File: src/rtl/cam_emu_if.sv
// cam_emu_if: OV7670-style video bus carrying vsync, href and byte-serial pixel data.
interface cam_emu_if;
  logic       vsync;
  logic       href;
  logic [7:0] px_data;
  modport master (output vsync, href, px_data);
  modport slave  (input  vsync, href, px_data);
endinterface

File: src/rtl/cam_emu.sv
// cam_emu: test-pattern OV7670 frame generator driving vsync/href/RGB565 bytes on one clock.
module cam_emu #(
  parameter int H_PX      = 160,
  parameter int V_LN      = 120,
  parameter int VS_LINES  = 3,
  parameter int VBP_LINES = 2,
  parameter int VFP_LINES = 2,
  parameter int H_BLANK   = 16
) (
  input  logic         pclk,
  input  logic         rst,
  input  logic         en,
  input  logic [1:0]   pattern,
  input  logic [15:0]  solid_rgb,
  cam_emu_if.master    vid,
  output logic         busy,
  output logic         frame_done,
  output logic [7:0]   frame_cnt
);
  typedef enum logic [2:0] {IDLE, VSYNC, VBP, ACTIVE, VFP} state_t;
  localparam int LINE_LEN = 2*H_PX + H_BLANK;
  localparam int HW = $clog2(LINE_LEN);
  localparam int LW = $clog2(V_LN + VS_LINES + VBP_LINES + VFP_LINES + 1);
  localparam int BAR_W = H_PX/8;
  localparam int BW = $clog2(BAR_W + 1);
  localparam logic [15:0] BARS [8] = '{16'hFFFF, 16'hFFE0, 16'h07FF, 16'h07E0,
                                       16'hF81F, 16'hF800, 16'h001F, 16'h0000};
  state_t state_q, state_d;
  logic [HW-1:0] h_q, h_d;
  logic [LW-1:0] ln_q, ln_d, n_lines;
  logic [BW-1:0] bpx_q, bpx_d;
  logic [2:0]    bar_q, bar_d;
  logic [1:0]    pat_q, pat_d;
  logic [15:0]   solid_q, solid_d, rgb;
  logic          vsync_q, vsync_d, href_q, href_d, busy_q, busy_d, done_q, done_d;
  logic [7:0]    px_q, px_d, cnt_q, cnt_d;
  logic          line_end, last_ln;
  logic [4:0]    x5;
  logic [5:0]    y6;
  // Outputs are registered from the current state, so they trail the FSM by one cycle.
  always_comb begin
    line_end = h_q == HW'(LINE_LEN-1);
    n_lines  = state_q == VSYNC ? LW'(VS_LINES) : state_q == VBP ? LW'(VBP_LINES) :
               state_q == ACTIVE ? LW'(V_LN) : LW'(VFP_LINES);
    last_ln  = line_end && ln_q == n_lines - LW'(1);
    x5       = 5'(h_q >> 1);
    y6       = 6'(ln_q);
    rgb      = pat_q == 2'd0 ? BARS[bar_q] :
               pat_q == 2'd1 ? {x5, y6, x5 + y6[4:0]} :
               pat_q == 2'd2 ? solid_q : {16{x5[3] ^ y6[3]}};
    state_d  = state_q;
    pat_d    = pat_q;
    solid_d  = solid_q;
    h_d      = (state_q == IDLE || line_end) ? '0 : h_q + HW'(1);
    ln_d     = last_ln ? '0 : line_end ? ln_q + LW'(1) : ln_q;
    done_d   = state_q == VFP && last_ln;
    if (last_ln)
      state_d = state_q == VSYNC ? VBP : state_q == VBP ? ACTIVE : state_q == ACTIVE ? VFP : state_q;
    if ((state_q == IDLE || done_d) && en) begin
      state_d = VSYNC;
      pat_d   = pattern;
      solid_d = solid_rgb;
    end else if (done_d) begin
      state_d = IDLE;
    end
    bpx_d = bpx_q;
    bar_d = bar_q;
    if (h_d == '0) begin
      bpx_d = '0;
      bar_d = '0;
    end else if (h_q[0]) begin
      bpx_d = bpx_q == BW'(BAR_W-1) ? '0 : bpx_q + BW'(1);
      bar_d = bpx_q == BW'(BAR_W-1) ? bar_q + 3'd1 : bar_q;
    end
    vsync_d = state_q == VSYNC;
    href_d  = state_q == ACTIVE && h_q < HW'(2*H_PX);
    px_d    = href_d ? (h_q[0] ? rgb[7:0] : rgb[15:8]) : '0;
    busy_d  = state_q != IDLE;
    cnt_d   = cnt_q + {7'd0, done_d};
  end
  always_ff @(posedge pclk or negedge rst) begin
    if (!rst) begin
      state_q <= IDLE;
      h_q     <= '0;
      ln_q    <= '0;
      bpx_q   <= '0;
      bar_q   <= '0;
      pat_q   <= '0;
      solid_q <= '0;
      vsync_q <= 1'b0;
      href_q  <= 1'b0;
      px_q    <= '0;
      busy_q  <= 1'b0;
      done_q  <= 1'b0;
      cnt_q   <= '0;
    end else begin
      state_q <= state_d;
      h_q     <= h_d;
      ln_q    <= ln_d;
      bpx_q   <= bpx_d;
      bar_q   <= bar_d;
      pat_q   <= pat_d;
      solid_q <= solid_d;
      vsync_q <= vsync_d;
      href_q  <= href_d;
      px_q    <= px_d;
      busy_q  <= busy_d;
      done_q  <= done_d;
      cnt_q   <= cnt_d;
    end
  end
  assign vid.vsync   = vsync_q;
  assign vid.href    = href_q;
  assign vid.px_data = px_q;
  assign busy        = busy_q;
  assign frame_done  = done_q;
  assign frame_cnt   = cnt_q;
endmodule

File: src/flat_wrapper.sv
// flat-port wrapper written by rule: the top's interface ports become plain ports
module cam_emu_flat 
#(
  parameter int H_PX      = 160,
  parameter int V_LN      = 120,
  parameter int VS_LINES  = 3,
  parameter int VBP_LINES = 2,
  parameter int VFP_LINES = 2,
  parameter int H_BLANK   = 16
)
  (pclk, rst, en, pattern, solid_rgb, busy, frame_done, frame_cnt, vid_vsync, vid_href, vid_px_data);
  cam_emu_if vid_i ();
  input  logic pclk;
  input  logic rst;
  input  logic en;
  input  logic [1:0] pattern;
  input  logic [15:0] solid_rgb;
  output logic busy;
  output logic frame_done;
  output logic [7:0] frame_cnt;
  output wire logic [$bits(vid_i.vsync)-1:0] vid_vsync;
  output wire logic [$bits(vid_i.href)-1:0] vid_href;
  output wire logic [$bits(vid_i.px_data)-1:0] vid_px_data;
  assign vid_vsync = vid_i.vsync;
  assign vid_href = vid_i.href;
  assign vid_px_data = vid_i.px_data;
  cam_emu #(.H_PX(H_PX), .V_LN(V_LN), .VS_LINES(VS_LINES), .VBP_LINES(VBP_LINES), .VFP_LINES(VFP_LINES), .H_BLANK(H_BLANK)) u_core (.pclk(pclk), .rst(rst), .en(en), .pattern(pattern), .solid_rgb(solid_rgb), .vid(vid_i), .busy(busy), .frame_done(frame_done), .frame_cnt(frame_cnt));
endmodule
File: config.mk
export PLATFORM = sky130hd
export DESIGN_NAME = cam_emu_flat
export DESIGN_NICKNAME = d
export VERILOG_FILES = /design/src/rtl/cam_emu_if.sv /design/src/rtl/cam_emu.sv /design/src/flat_wrapper.sv
export SDC_FILE = /design/constraint.sdc
export NUM_CORES = 1
export LEC_CHECK = 0
export CORE_MARGIN = 2
export CORE_UTILIZATION = 59
export DETAILED_ROUTE_END_ITERATION = 8
export PLACE_DENSITY = 0.82
export SLEW_MARGIN = 5
export SYNTH_ARGS = -nofsm -noshare
export SYNTH_HDL_FRONTEND = slang
export SYNTH_SLANG_ARGS = --single-unit
File: constraint.sdc
create_clock -name pclk -period 4.92 [get_ports pclk]
set_input_delay 0.738 -clock pclk [delete_from_list [all_inputs] [get_ports pclk]]
set_output_delay 0.738 -clock pclk [all_outputs]
set_load 0.02 [all_outputs]
== Word-level counts from Yosys, hierarchy flattened ==
Memory sizes are Yosys's and may differ from the RTL's.
Cells that the tools add are included.

* Word-level logic and storage cells: 76
* Output and inout bits: 20
* Flip-flop bits (word level): 65
* Memory bits (read-only): 128
* Memories: 1
* Bits of input ports: 21

* Reductions and logical operators: 17
* Add/sub/neg operators: 7
* Equality and inequality tests: 9
* Magnitude comparators: 2
* Bitwise logic cells: 2
* Multiplexer cells: 25

{| class="wikitable"
|+ Memories
! name !! words !! bits a word !! read ports !! clocked after memory_dff !! write ports !! RTL line !! text
|-
| (no name shown) || 8 || 16 || 1 || 0 || 0 || cam_emu.sv:48 || <nowiki>rgb = pat_q == 2'd0 ? BARS[bar_q] :</nowiki>
|}

{| class="wikitable"
|+ Operators by type and width
! operator !! count
|-
| two-way mux 16 bit || 5
|-
| two-way mux 7 bit || 5
|-
| two-way mux 3 bit || 9
|-
| two-way mux 8 bit || 2
|-
| two-way mux 5 bit || 3
|-
| adder 9 x 1 -> 9 bit (second input constant) || 1
|-
| == test 9 bit (second input constant) || 1
|-
| zero test 9 bit || 1
|-
| less-than comparator 9 bit (second input constant) || 1
|-
| two-way mux 9 bit || 1
|-
| adder 8 x 1 -> 8 bit || 1
|-
| adder 7 x 1 -> 7 bit (second input constant) || 1
|-
| == test 7 bit || 1
|-
| subtractor 7 x 1 -> 7 bit (second input constant) || 1
|-
| == test 3 x 2 -> 1 bit (second input constant) || 2
|-
| nonzero test 2 bit || 3
|-
| nonzero test 3 bit || 2
|-
| adder 5 x 1 -> 5 bit (second input constant) || 1
|-
| adder 5 bit || 1
|-
| == test 5 bit (second input constant) || 1
|-
| nonzero test 5 bit || 1
|-
| greater-or-equal comparator 4 bit (second input constant) || 1
|-
| logical AND 1 bit || 4
|-
| inverter 3 -> 4 bit || 1
|-
| other kinds (10) || 12
|}

== Logic depth before layout (Yosys ltp) ==
Gate-level depths: netlist (run 1).

* Depth after elaboration: 12
* Depth in mapped cells: 12
* Gate-level depth less buffers: 11

== Worst setup path after synthesis (run 1) ==
Ideal clock, no wire load.

* Path kind: reg-to-reg
* From: register u_core.h_q[4]
* To: register u_core.cnt_q[7] (netlist: u_core.frame_cnt[7])
* Data required time: 4.792 ns
* Setup time: 0.128 ns
* Period minus slack after synthesis: 3.065 ns
* Path buffers: 2
* Cell stages (with the launch flop): 13
* Setup slack: 1.855 ns
* Arrival: 2.936 ns
* Cell sequence: dfrtp_1 > buf_4 > or4b_4 > nor3_2 > buf_2 > nand2b_1 > nor4_4 > and3_1 > ha_1 > and3_1 > nand3_1 > or2_2 > xnor2_1

* Cells in the longest elaborated chain, start to end: 4

{| class="wikitable"
|+ RTL lines
! item !! RTL line !! text
|-
| start, declared || cam_emu.sv:29 || <nowiki>logic [HW-1:0] h_q, h_d;</nowiki>
|-
| start signal, assigned || cam_emu.sv:84 || <nowiki>h_q <= '0;</nowiki>
|-
| start signal, assigned || cam_emu.sv:98 || <nowiki>h_q <= h_d;</nowiki>
|-
| == test 9 bit || cam_emu.sv:42 || <nowiki>line_end = h_q == HW'(LINE_LEN-1);</nowiki>
|-
| logical AND 1 bit || cam_emu.sv:45 || <nowiki>last_ln = line_end && ln_q == n_lines - LW'(1);</nowiki>
|-
| logical AND 1 bit || cam_emu.sv:56 || <nowiki>done_d = state_q == VFP && last_ln;</nowiki>
|-
| net u_core.done_d || cam_emu.sv:35 || <nowiki>logic vsync_q, vsync_d, href_q, href_d, busy_q, busy_d, done_q, done_d;</nowiki>
|-
| adder 8 x 1 -> 8 bit || cam_emu.sv:79 || <nowiki>cnt_d = cnt_q + {7'd0, done_d};</nowiki>
|-
| net u_core.cnt_d[7] || cam_emu.sv:36 || <nowiki>logic [7:0] px_q, px_d, cnt_q, cnt_d;</nowiki>
|-
| end signal, assigned || cam_emu.sv:109 || <nowiki>cnt_q <= cnt_d;</nowiki>
|-
| end, declared || cam_emu.sv:36 ||
|}

The timed path passes the listed nets, and every way through them passes these cells.
A chain may end at the register's enable or synchronous reset.

== Worst setup path in the final report (run 1) ==
* From: register u_core.h_q[0]
* To: register u_core.cnt_q[7] (netlist: u_core.frame_cnt[7])

Same word-level chain as after synthesis.

==> results.md, run 1 <==
Worst setup path:
- The maximum net fanout on the critical path is 23.
- Counting buffers and inverters, the worst setup path is 11 cells deep.
- The worst path arrival time is 4090 ps.
- The kind of cell with the highest combined delay along the critical path is simple AND/OR/NAND/NOR gates.
- The critical path launch point type is a flip-flop.
- Walking the worst path, the cells encountered are ha_1 -> nand3_1 -> nor3_2 -> nand2b_1 -> nor4_4 -> and3_1 -> ha_1 -> and3_1 -> nand3_1 -> or2_2 -> xnor2_1.
- For the worst setup path, the data required time is 5150 ps.
- The endpoint of the most critical register-to-register path is u_core.frame_cnt[7].
- For the worst flop-to-flop path, the logic depth is 11.
- The worst reg-to-reg setup slack is 1060 ps.
- The worst register-to-register path begins at u_core.h_q[0].
- The end point of the critical path is u_core.frame_cnt[7].
- The slowest stage of the critical path is the dfrtp_1 cell.
- The worst setup path category is flip-flop to flip-flop.
- The critical path endpoint category is a flip-flop.
- The beginning of the critical path is u_core.h_q[0].
- The number of buffers and inverters on the critical path is 0.
- The maximum cell stage delay along the critical path is 760 ps.

Timing:
- In this run the tightest slew margin relative to its limit is 0.275.
- The final hold violation count is 0.
- For the pin with the worst max-slew slack, the measured transition is 1070 ps.
- Of the available clock period, the critical path in the final layout requires 0.784.
- Setup violations remaining at the end of the flow were counted as 0.
- The number of max-slew violations in the final report is 0.
- The worst path needs 3860 ps of the cycle, external delays included.
- The peak clock frequency supported by timing is 0.259 GHz.
- Summed over all failing endpoints, the final setup total negative slack is 0 ps.
- Between clock sinks in the finished design, the worst skew comes to 5.90 ps.
- Setup repair after global routing left no endpoint under its margin.

Clock tree:
- The clock reaches the later pin of the worst-skew pair after 340 ps.
- The root cell of the clock tree is clkbuf_8.
- Buffers added to address setup during post-CTS repair amount to 0.
- The total number of clock tree sinks is 65.
- Clock-pin slew was measured on the worst setup and hold paths at 70 ps.
- The clock tree synthesis step divided the H-tree into 3 levels.
- Clock tree synthesis inserted a total of 9 buffers.
- TritonCTS built the clock tree.
- In this run, post-CTS hold repair placed 0 buffers.
- The maximum clock path buffer count is 2.
- The number of cells upsized or downsized after cts is 0.

Detailed routing:
- The remaining antenna violation count after routing is 0.
- The per-cell via count in the routed design is 5.87.
- The final route contains 2596 vias.
- The final layout contains routed wiring with a total length of 6830 microns.
- For this run, design rule violations remaining after detail routing come to 0.
- For this block, the initial DRC count from the detailed router was 157.
- The first detailed-routing pass ran for 4 iterations.
- The per-cell routed wire length is 15.5 microns.

Final layout:
- In the final design database the tool counted 397 nets.
- Compared with the post-synthesis result, the final layout area differs by 17.8%.
- The antenna diode count is 0.
- The count of placed standard cells in the final layout, fillers left out is 442.
- The final instance area is 4110 sq um.
- The share of final-layout standard cells stronger than drive strength 1 is 0.103.

Global routing:
- Entering global routing, the biggest net connects 66 pins.
- The initial antenna violation count is 0.
- The number of global-route vias before repair is 2563.
- The first-pass GRT wire length is 11500 microns.
- The total global routing track utilization is 0.236.
- For this run the aggregate overflow at the end of global routing stands at 0.

Synthesis:
- Counting every net in the synthesized netlist gives 364.
- Of the synthesized area, sequential elements account for 0.467.
- The number of enable flip-flop cells after synthesis is 0.
- The most used flip-flop cell after synthesis is dfrtp_1.
- In the synthesized netlist, the number of instances is 332.
- The register bit total from synthesis is 65.
- The number of warnings issued by yosys is 0.
- After synthesis the cells add up to 3490 sq um.
- The average cell area after synthesis is 10.5 sq um.
- Counting flops with an async set or reset pin after synthesis yields a share of 1.00.
- The number of distinct library cell variants in the gate-level netlist after synthesis is 46.

Floorplan:
- The core area is 5610 sq um.
- In this run the horizontal extent of the chip is 80.9 microns.
- For this design the top-level I/O count stands at 41.
- The overall die height is 80.9 microns.
- Row generation in the floorplan step produced 27 rows.
- For this configuration, the core starts out at a cell density of 0.622.
- The die covers 6540 sq um.

Power:
- The worst-case IR drop observed on VDD is 0.210 mV.
- The leakage power of the design is 1.76 nW.
- The total power consumption of the routed design is 1.50 mW.
- The power density over cell area is 366 nW/um^2.

Placed design:
- Buffers placed on the I/O ports in this run total 40.
- Detailed placement finished with a half-perimeter wire length of 4750 microns.
- The placed cell area is 3880 sq um.
- The congestion estimate from routability-driven global placement came to 0.842.
- The count of placed standard cells including taps is 426.

Outcome:
- The run finished with clean final reports.

Job:
- The max-cap check violation count is 0.

Hold path:
- The class of the worst hold path is flip-flop to flip-flop.
synthesized netlist by cell type (2+ instances only):
cell type / n / share of area
o22ai_1: 2 / 0.0036
xnor2_1: 8 / 0.020
a21oi_1: 14 / 0.020
nand3b_1: 2 / 0.0043
o31ai_1: 4 / 0.0086
mux2_1: 10 / 0.032
a311oi_1: 8 / 0.020
nand2b_1: 19 / 0.034
mux2_2: 9 / 0.029
buf_4: 2 / 0.0043
nand3_1: 10 / 0.014
xor2_1: 15 / 0.038
nor3_1: 6 / 0.0086
nor3_2: 2 / 0.0057
nor2b_1: 4 / 0.0072
a211oi_1: 18 / 0.039
buf_2: 2 / 0.0029
a21o_1: 3 / 0.0065
a31oi_1: 8 / 0.014
ha_1: 10 / 0.036
nor2_1: 31 / 0.033
or4b_4: 2 / 0.0079
inv_1: 12 / 0.013
and3_1: 3 / 0.0054
nor4_4: 2 / 0.012
dfrtp_1: 65 / 0.47
buf_6: 2 / 0.0065
nand4_1: 8 / 0.014
nand2_1: 14 / 0.015
clkbuf_1: 13 / 0.014
o21ai_0: 9 / 0.013
worst reg2reg max path, stage by stage (launching register included):
cell      delay [ps]
dfrtp_1          760
ha_1             330
nand3_1          270
nor3_2           590
nand2b_1         180
nor4_4           480
and3_1           260
ha_1             190
and3_1           160
nand3_1          100
or2_2            320
xnor2_1          120
state kept, by name, summed over array words and instances (netlist names), 2 cells and up:
signal              flops
u_core.state_q          3
u_core.solid_q         16
u_core.ln_q             7
u_core.frame_cnt        8
u_core.h_q              9
u_core.bpx_q            5
u_core.pat_q            2
u_core.bar_q            3
u_core.vid.px_data      8
how the worst min path moves through the flow:
stage / startpoint / endpoint / slack, ps / cells past startpoint
after floorplan: rst / u_core.bar_q[0] / 440 / 0
after global placement: u_core.frame_cnt[7] / u_core.frame_cnt[7] / 460 / 1
after detailed placement: u_core.frame_cnt[7] / u_core.frame_cnt[7] / 470 / 1
after CTS: u_core.frame_cnt[7] / u_core.frame_cnt[7] / 480 / 1
after global routing: u_core.frame_cnt[7] / u_core.frame_cnt[7] / 500 / 1
final: u_core.frame_cnt[7] / u_core.frame_cnt[7] / 470 / 1
stage by stage:
stage / hold slack (ps) / setup slack [ps] / util
2_1_floorplan: 442 / 1860 / -
3_3_place_gp: 463 / 1210 / 0.692
3_5_place_dp: 466 / 1080 / 0.692
4_1_cts: 475 / 1060 / 0.732
5_1_grt: 499 / 721 / 0.732
6_report: 465 / 1060 / 0.732
where the power goes:
group	switching [mW]	internal (mW)
logic	0.151	0.144
clock network	0.193	0.314
registers	0.104	0.598
total	0.449	1.06
routing by layer:
metal	global-route usage	vias to the layer above	share of wire
met1	0.290	1256	0.45
met3	0.0589	16	0.037
li1	-	1261	-
met2	0.388	63	0.49
met5	0	-	0
met4	0.117	0	0.025
cell type report:
class / count / area, sq um
Multi-Input combinational cell: 235 / 1710
Sequential cell: 65 / 1630
Fill cell: 444 / 1500
Timing Repair Buffer: 41 / 403
Clock buffer: 14 / 163
Tap cell: 72 / 90.1
Clock inverter: 2 / 60.1
Inverter: 13 / 51.3
cell usage in the layout, fill, tap and decap left out, types with 2 or more instances in the layout:
master / count
dfrtp_1: 65
clkdlybuf4s50_1: 39
nor2_1: 31
nand2b_1: 19
a211oi_1: 18
xor2_1: 15
a21oi_1: 14
nand2_1: 14
inv_1: 12
clkbuf_8: 11
nand3_1: 10
mux2_1: 10
ha_1: 10
o21ai_0: 9
mux2_2: 9
nand4_1: 8
xnor2_1: 8
a31oi_1: 8
a311oi_1: 8
nor3_1: 6
nor2b_1: 4
o31ai_1: 4
and3_1: 3
a21o_1: 3
clkbuf_1: 3
nand3b_1: 2
or4b_4: 2
nor3_2: 2
nor4_4: 2
o22ai_1: 2
bufinv_16: 2
logic make-up (layout without fill, tap and decap cells):
logic type                 count (synthesis)  after routing  share of synthesized area
AOI/OAI and AO/OA                         72             72                      0.148
xor gates and xnor gates                  23             23                     0.0578
buffers and inverters                     32             70                     0.0424
DFF                                       65             65                      0.467
adders and majority gates                 11             11                     0.0416
and+or+nand+nor                          109            109                      0.176
muxes                                     20             20                     0.0678
Power figures use the tool's default switching activity.
==> inputs of run 2 (changes only) <==
- CORE_UTILIZATION: 59 -> 51
- PLACE_DENSITY: 0.82 -> 0.75
- clock period: 4.92 -> 3.25 ns (I/O delays scaled with it)
==> results.md, run 2 (same netlist as run 1, synthesis figures left out) <==
Timing:
- The final hold violation count is 0 (unchanged).
- The number of max-slew violations in the final report is 0 (unchanged).
- Setup repair after global routing missed its margin: no (unchanged).
- The measured slew at the worst slew-check pin was 1050 ps (was 1070 ps).
- The post-route fraction of the period consumed by the critical path came to 0.873 (was 0.784).
- The final critical delay including setup and external delays is 2840 ps (was 3860 ps).
- The worst setup skew after layout was 8.72 ps (was 5.90 ps).
- The setup TNS after final layout is 0 ps (unchanged).
- The peak clock frequency supported by timing came to 0.352 GHz (was 0.259 GHz).
- The smallest setup slack after layout is 411 ps (was 1060 ps).
- The headroom to the max-slew limit is 0.293 (was 0.275).
- The final count of negative-setup-slack endpoints was 0 (unchanged).

Clock tree:
- The total number of clock tree sinks was 65 (unchanged).
- The maximum clock path buffer count is 2 (unchanged).
- The clock tree from TritonCTS is built (unchanged).
- The buffers inserted during post-CTS setup optimization was 0 (unchanged).
- The number of buffers added to fix hold violations after cts is 0 (unchanged).
- The H-tree depth is 3 (unchanged).
- The root cell of the clock tree is clkbuf_8 (unchanged).
- The number of cells upsized or downsized after cts was 0 (unchanged).
- The number of buffers inserted during clock tree synthesis is 9 (unchanged).
- The clock latency reported for the late side of the worst-skew pair is 340 ps (about the same).
- The clock slew seen by the registers of the worst setup and hold paths is 70 ps (about the same).

Detailed routing:
- The per-cell routed wire length was 15.5 microns (about the same).
- The post-detailed-route DRC marker count came to 0 (unchanged).
- The sum of routed wire segments on met1 was 3280 microns (was 3090 microns).
- The number of detailed-routing iterations run before antenna repair is 4 (unchanged).
- The number of DRC markers in iteration 0 was 166 (was 157).
- The vias after detailed routing is 2641 (was 2596).
- The uppermost layer routed is met4 (unchanged).
- The total length of routed met2 wires is 3410 microns (was 3320 microns).
- The wire length on met3 is 244 microns (was 256 microns).
- The routed wire length is 7050 microns (was 6830 microns).
- The remaining antenna violation count after routing was 0 (unchanged).
- The per-cell via count in the routed design is 5.80 (was 5.87).

Worst setup path:
- The cell type group with the largest total delay on the critical path is simple AND/OR/NAND/NOR gates (unchanged).
- The worst path arrival time is 3070 ps (was 4090 ps).
- The worst setup path category is flip-flop to flip-flop (unchanged).
- The beginning of the critical path is u_core.h_q[1] (was u_core.h_q[0]).
- The cell with the biggest individual delay on the critical path is dfrtp_1 (unchanged).
- List of cells traversed by the critical path: ha_1 -> nand3_1 -> nor3_2 -> nand2b_1 -> nor4_4 -> and3_1 -> ha_1 -> and3_1 -> nand3_1 -> or2_2 -> xnor2_1 (unchanged).
- The maximum cell stage delay along the critical path was 450 ps (was 760 ps).
- The maximum net fanout on the critical path is 6 (was 23).
- The startpoint of the lowest-slack register-to-register path was u_core.h_q[1] (was u_core.h_q[0]).
- The critical path launch point type is a flip-flop (unchanged).
- The critical path endpoint category is a flip-flop (unchanged).
- The critical path buffer and inverter count came to 0 (unchanged).
- The worst endpoint required time was 3480 ps (was 5150 ps).

Power:
- The maximum resistive drop on vdd is 0.248 mV (was 0.210 mV).
- The power density over cell area is 536 nW/um^2 (was 366 nW/um^2).
- The leakage power of the design is 1.79 nW (was 1.76 nW).

Global routing:
- The number of global-route vias before repair is 2551 (was 2563).
- The total global routing track utilization is 0.208 (was 0.236).
- The pin count of the biggest net entering global routing is 39 (was 66).
- The initial antenna violation count is 0 (unchanged).
- The first-pass GRT wire length was 12100 microns (was 11500 microns).
- The sum of overflow across all layers after global routing is 0 (unchanged).

Job:
- The max-cap check violation count is 0 (unchanged).

Final layout:
- The most flop-heavy register is u_core.solid_q (unchanged).
- Largest registers: u_core.solid_q: 16 flops, u_core.h_q: 9 flops (unchanged).
- The flip-flop count of the largest register after layout was 16 (unchanged).
- The antenna diode count was 0 (unchanged).
- The number of nets in the layout is 403 (was 397).
- Commonest cells after routing, fill and taps aside: dfrtp_1, clkdlybuf4s50_1, nor2_1 (unchanged).
- The leading cell type in the layout, fill and taps excluded is dfrtp_1 (unchanged).
- The signed area change from the synthesized netlist to the final layout is 18.6% (was 17.8%).
- The share of final-layout standard cells stronger than drive strength 1 is 0.120 (was 0.103).
- The filler cell count is 530 (was 444).

Floorplan:
- The initial cell density of the core is 0.519 (was 0.622).
- The standard-cell row count is 30 (was 27).
- The core area was 6720 sq um (was 5610 sq um).
- The overall die height is 86.7 microns (was 80.9 microns).
- The number of I/O pins came to 41 (unchanged).
- The full die area is 7510 sq um (was 6540 sq um).
- The width of the die came to 86.7 microns (was 80.9 microns).

Outcome:
- Result of the run: finished, final reports clean (unchanged).

Hold path:
- The class of the worst hold path is input port to asynchronous set/reset pin (was flip-flop to flip-flop).

Placed design:
- The placer's final routability congestion estimate is 0.858 (was 0.842).
- The quantity of I/O buffers inserted on ports is 40 (unchanged).
- The pre-CTS setup slack is 441 ps (was 1080 ps).
- The half-perimeter wire length of the detailed placement result is 4960 microns (was 4750 microns).
==> run 2: layout make-up <==
class	count	area, sq um	share of cell area
clock buffer	12	155	0.0375
multi-input combinational	235	1710	0.414
tap	80	100	0.0242
timing repair buffer	47	448	0.108
sequential	65	1630	0.394
clock inverter	3	40.0	0.00969
inverter	13	51.3	0.0124
==> run 2: power breakdown <==
group          internal [mW]  total, mW  switching, mW
Combinational          0.228      0.489          0.261
Sequential             0.905       1.05          0.141
Clock                  0.390      0.682          0.292
==> run 2: layer usage <==
layer / GRT usage / vias up
li1: - / 1276
met1: 0.282 / 1298
met2: 0.328 / 56
met3: 0.0486 / 11
met4: 0.0767 / 0
met5: 0 / -
==> run 2: worst paths after layout <==
check / end / slack [ps] / cells after the start
min reg2reg: u_core.frame_cnt[7] / 470 / 1
max reg2reg: u_core.frame_cnt[7] / 410 / 11
max in group asynchronous: u_core.vid.px_data[6] / 2220 / 2
max: u_core.frame_cnt[7] / 410 / 11
min in group pclk: u_core.frame_cnt[7] / 470 / 1
min: u_core.frame_cnt[4] / 250 / 1
==> run 2: per-stage QoR <==
step	hold WS (ps)	cell area [sq um]	instances	power, mW	util
after floorplan	192	3490	332	1.41	-
after global placement	463	3940	440	1.52	0.586
after detailed placement	461	3940	440	1.54	0.586
after CTS	265	4130	455	2.23	0.615
after global routing	313	4130	455	2.35	0.615
final	253	4130	455	2.22	0.615
==> inputs of run 3 (changes only) <==
- GPL_TIMING_DRIVEN: unset -> 0
==> results.md, run 3 (same netlist as run 1, synthesis figures left out) <==
Hold path:
- The class of the worst hold path is input port to asynchronous set/reset pin (unchanged).

Detailed routing:
- The uppermost layer routed is met4 (unchanged).
- The remaining antenna violation count after routing is 0 (unchanged).
- The per-cell via count in the routed design is 5.74 (was 5.80).
- The per-cell routed wire length is 15.4 microns (was 15.5 microns).
- The post-detailed-route DRC marker count came to 0 (unchanged).
- The number of detailed-routing iterations run before antenna repair is 4 (unchanged).
- The wire length on met3 came to 320 microns (was 244 microns).
- The vias after detailed routing is 2685 (was 2641).
- The sum of routed wire segments on met1 is 3260 microns (was 3280 microns).
- The total length of routed met2 wires came to 3510 microns (was 3410 microns).
- The routed wire length is 7210 microns (was 7050 microns).
- The number of DRC markers in iteration 0 is 144 (was 166).

Placed design:
- The quantity of I/O buffers inserted on ports is 40 (unchanged).
- The half-perimeter wire length of the detailed placement result came to 5070 microns (was 4960 microns).
- The placer's final routability congestion estimate was 0.901 (was 0.858).
- The placed cell area is 3980 sq um (was 3940 sq um).

Global routing:
- The number of global-route vias before repair is 2613 (was 2551).
- The total global routing track utilization was 0.212 (was 0.208).
- The first-pass GRT wire length is 12400 microns (was 12100 microns).
- The pin count of the biggest net entering global routing is 66 (was 39).
- The initial antenna violation count was 0 (unchanged).
- The sum of overflow across all layers after global routing is 0 (unchanged).

Clock tree:
- The H-tree depth is 3 (unchanged).
- The root cell of the clock tree was clkbuf_8 (unchanged).
- The clock slew seen by the registers of the worst setup and hold paths came to 60 ps (was 70 ps).
- The maximum clock path buffer count is 2 (unchanged).
- The number of buffers added to fix hold violations after cts came to 0 (unchanged).
- The number of buffers inserted during clock tree synthesis is 9 (unchanged).
- The clock latency reported for the late side of the worst-skew pair is 340 ps (about the same).
- The clock tree from TritonCTS is built (unchanged).
- The total number of clock tree sinks is 65 (unchanged).

Final layout:
- The final instance area is 4180 sq um (was 4130 sq um).
- The signed area change from the synthesized netlist to the final layout is 19.9% (was 18.6%).
- The core occupancy in the finished layout is 0.622 (was 0.615).
- The share of final-layout standard cells stronger than drive strength 1 is 0.119 (was 0.120).
- The most flop-heavy register was u_core.solid_q (unchanged).
- Commonest cells after routing, fill and taps aside: dfrtp_1, clkdlybuf4s50_1, nor2_1 (unchanged).
- Largest registers: u_core.solid_q: 16 flops, u_core.h_q: 9 flops (unchanged).
- The number of nets in the layout is 416 (was 403).
- The antenna diode count is 0 (unchanged).
- The flip-flop count of the largest register after layout is 16 (unchanged).
- The leading cell type in the layout, fill and taps excluded is dfrtp_1 (unchanged).

Power:
- The power density over cell area is 522 nW/um^2 (was 536 nW/um^2).
- The logic gate share of total power was 0.247 (was 0.221).
- The clock network fraction of design power is 0.286 (was 0.308).
- The leakage power of the design is 1.79 nW (about the same).
- The switching part of the total is 0.321 (was 0.313).
- The switching power came to 0.700 mW (was 0.694 mW).
- The proportion of power drawn by flip-flops and latches is 0.467 (was 0.472).
- The internal power component is 1.48 mW (was 1.52 mW).
- The maximum resistive drop on vdd came to 0.286 mV (was 0.248 mV).
- The total power consumption of the routed design is 2.18 mW (was 2.22 mW).

Worst setup path:
- The cell type group with the largest total delay on the critical path is simple AND/OR/NAND/NOR gates (unchanged).
- The worst endpoint required time is 3480 ps (about the same).
- The maximum net fanout on the critical path is 10 (was 6).
- The critical path launch point type is a flip-flop (unchanged).
- List of cells traversed by the critical path: buf_4 -> or4b_4 -> nor3_2 -> buf_4 -> nand2b_1 -> nor4_4 -> and3_1 -> ha_1 -> and3_1 -> nand3_1 -> or2_2 -> xnor2_1 (was ha_1 -> nand3_1 -> nor3_2 -> nand2b_1 -> nor4_4 -> and3_1 -> ha_1 -> and3_1 -> nand3_1 -> or2_2 -> xnor2_1).
- The cell with the biggest individual delay on the critical path is or4b_4 (was dfrtp_1).
- The maximum cell stage delay along the critical path is 550 ps (was 450 ps).
- The worst path arrival time is 3240 ps (was 3070 ps).
- The critical path endpoint category is a flip-flop (unchanged).
- The worst setup path category is flip-flop to flip-flop (unchanged).
- The critical path buffer and inverter count came to 2 (was 0).

Floorplan:
- The standard-cell row count came to 30 (unchanged).
- The width of the die is 86.7 microns (unchanged).
- The core area is 6720 sq um (unchanged).
- The overall die height is 86.7 microns (unchanged).
- The initial cell density of the core came to 0.519 (unchanged).
- The full die area is 7510 sq um (unchanged).
- The number of I/O pins is 41 (unchanged).

Timing:
- The measured slew at the worst slew-check pin came to 796 ps (was 1050 ps).
- The headroom to the max-slew limit was 0.470 (was 0.293).
- The final hold violation count is 0 (unchanged).
- Setup repair after global routing missed its margin: no (unchanged).
- The number of max-slew violations in the final report is 0 (unchanged).
- The final count of negative-setup-slack endpoints came to 0 (unchanged).
- The post-route fraction of the period consumed by the critical path is 0.927 (was 0.873).
- The peak clock frequency supported by timing is 0.332 GHz (was 0.352 GHz).
- The final critical delay including setup and external delays came to 3010 ps (was 2840 ps).
- The worst setup skew after layout is 7.52 ps (was 8.72 ps).
- The hold slack is 244 ps (was 253 ps).

Job:
- The max-cap check violation count is 0 (unchanged).

Outcome:
- Result of the run: finished, final reports clean (unchanged).
## run 3: changes by cell type in the layout (fill, tap and decap cells not counted)
cell	delta
buf_4	-2
buf_6	+2
bufinv_16	-1
clkbuf_1	+13
clkbuf_8	+1
clkinv_2	-1
clkinvlp_4	+1
nand3_1	-1
nand3_2	+1
## run 3: worst paths after layout
| check | startpoint | to | slack (ps) | cells after the start |
|---|---|---|---|---|
| min reg2reg | u_core.frame_cnt[7] | u_core.frame_cnt[7] | 470 | 1 |
| max in group asynchronous | rst | u_core.solid_q[12] | 2500 | 1 |
| min in group pclk | u_core.frame_cnt[7] | u_core.frame_cnt[7] | 470 | 1 |
| max reg2reg | u_core.h_q[4] | u_core.frame_cnt[7] | 240 | 12 |
| max | u_core.h_q[4] | u_core.frame_cnt[7] | 240 | 12 |
| min | rst | u_core.frame_cnt[2] | 240 | 1 |
## run 3: cell type report
class	count	area, sq um
repair buffers	41	405
clock inverters	2	12.5
plain buffers	19	98.8
fillers	565	2540
well taps	80	100
clock buffers	13	169
multi-input cells	235	1720
flip-flops and latches	65	1630
inverters	13	51.3
## run 3: metal layers
metal / vias up / track usage
li1: 1304 / -
met1: 1307 / 0.280
met2: 60 / 0.341
met3: 14 / 0.0552
met4: 0 / 0.0753
met5: - / 0
## run 3: stage by stage
step / instances / setup slack, ps / setup TNS (ps)
floorplan: 332 / 185 / 0
finish: 468 / 238 / 0
global route: 468 / 17.9 / 0
CTS: 468 / 175 / 0
detailed placement: 452 / -157 / -177
global placement: 452 / -387 / -25100
## run 3: repair_timing
action,CTS,global route
setup endpoints to repair,2,1
setup buffers,1,0
pin swaps,1,0
gates resized for setup,0,3
## run 3: power by group through the flow
stage               combinational (mW)  clock [mW]  sequential [mW]
detailed placement               0.535           0             1.03
floorplan                        0.412           0            0.997
global route                     0.611       0.681             1.03
global placement                 0.525           0             1.03
CTS                              0.540       0.643             1.01
finish                           0.539       0.625             1.02
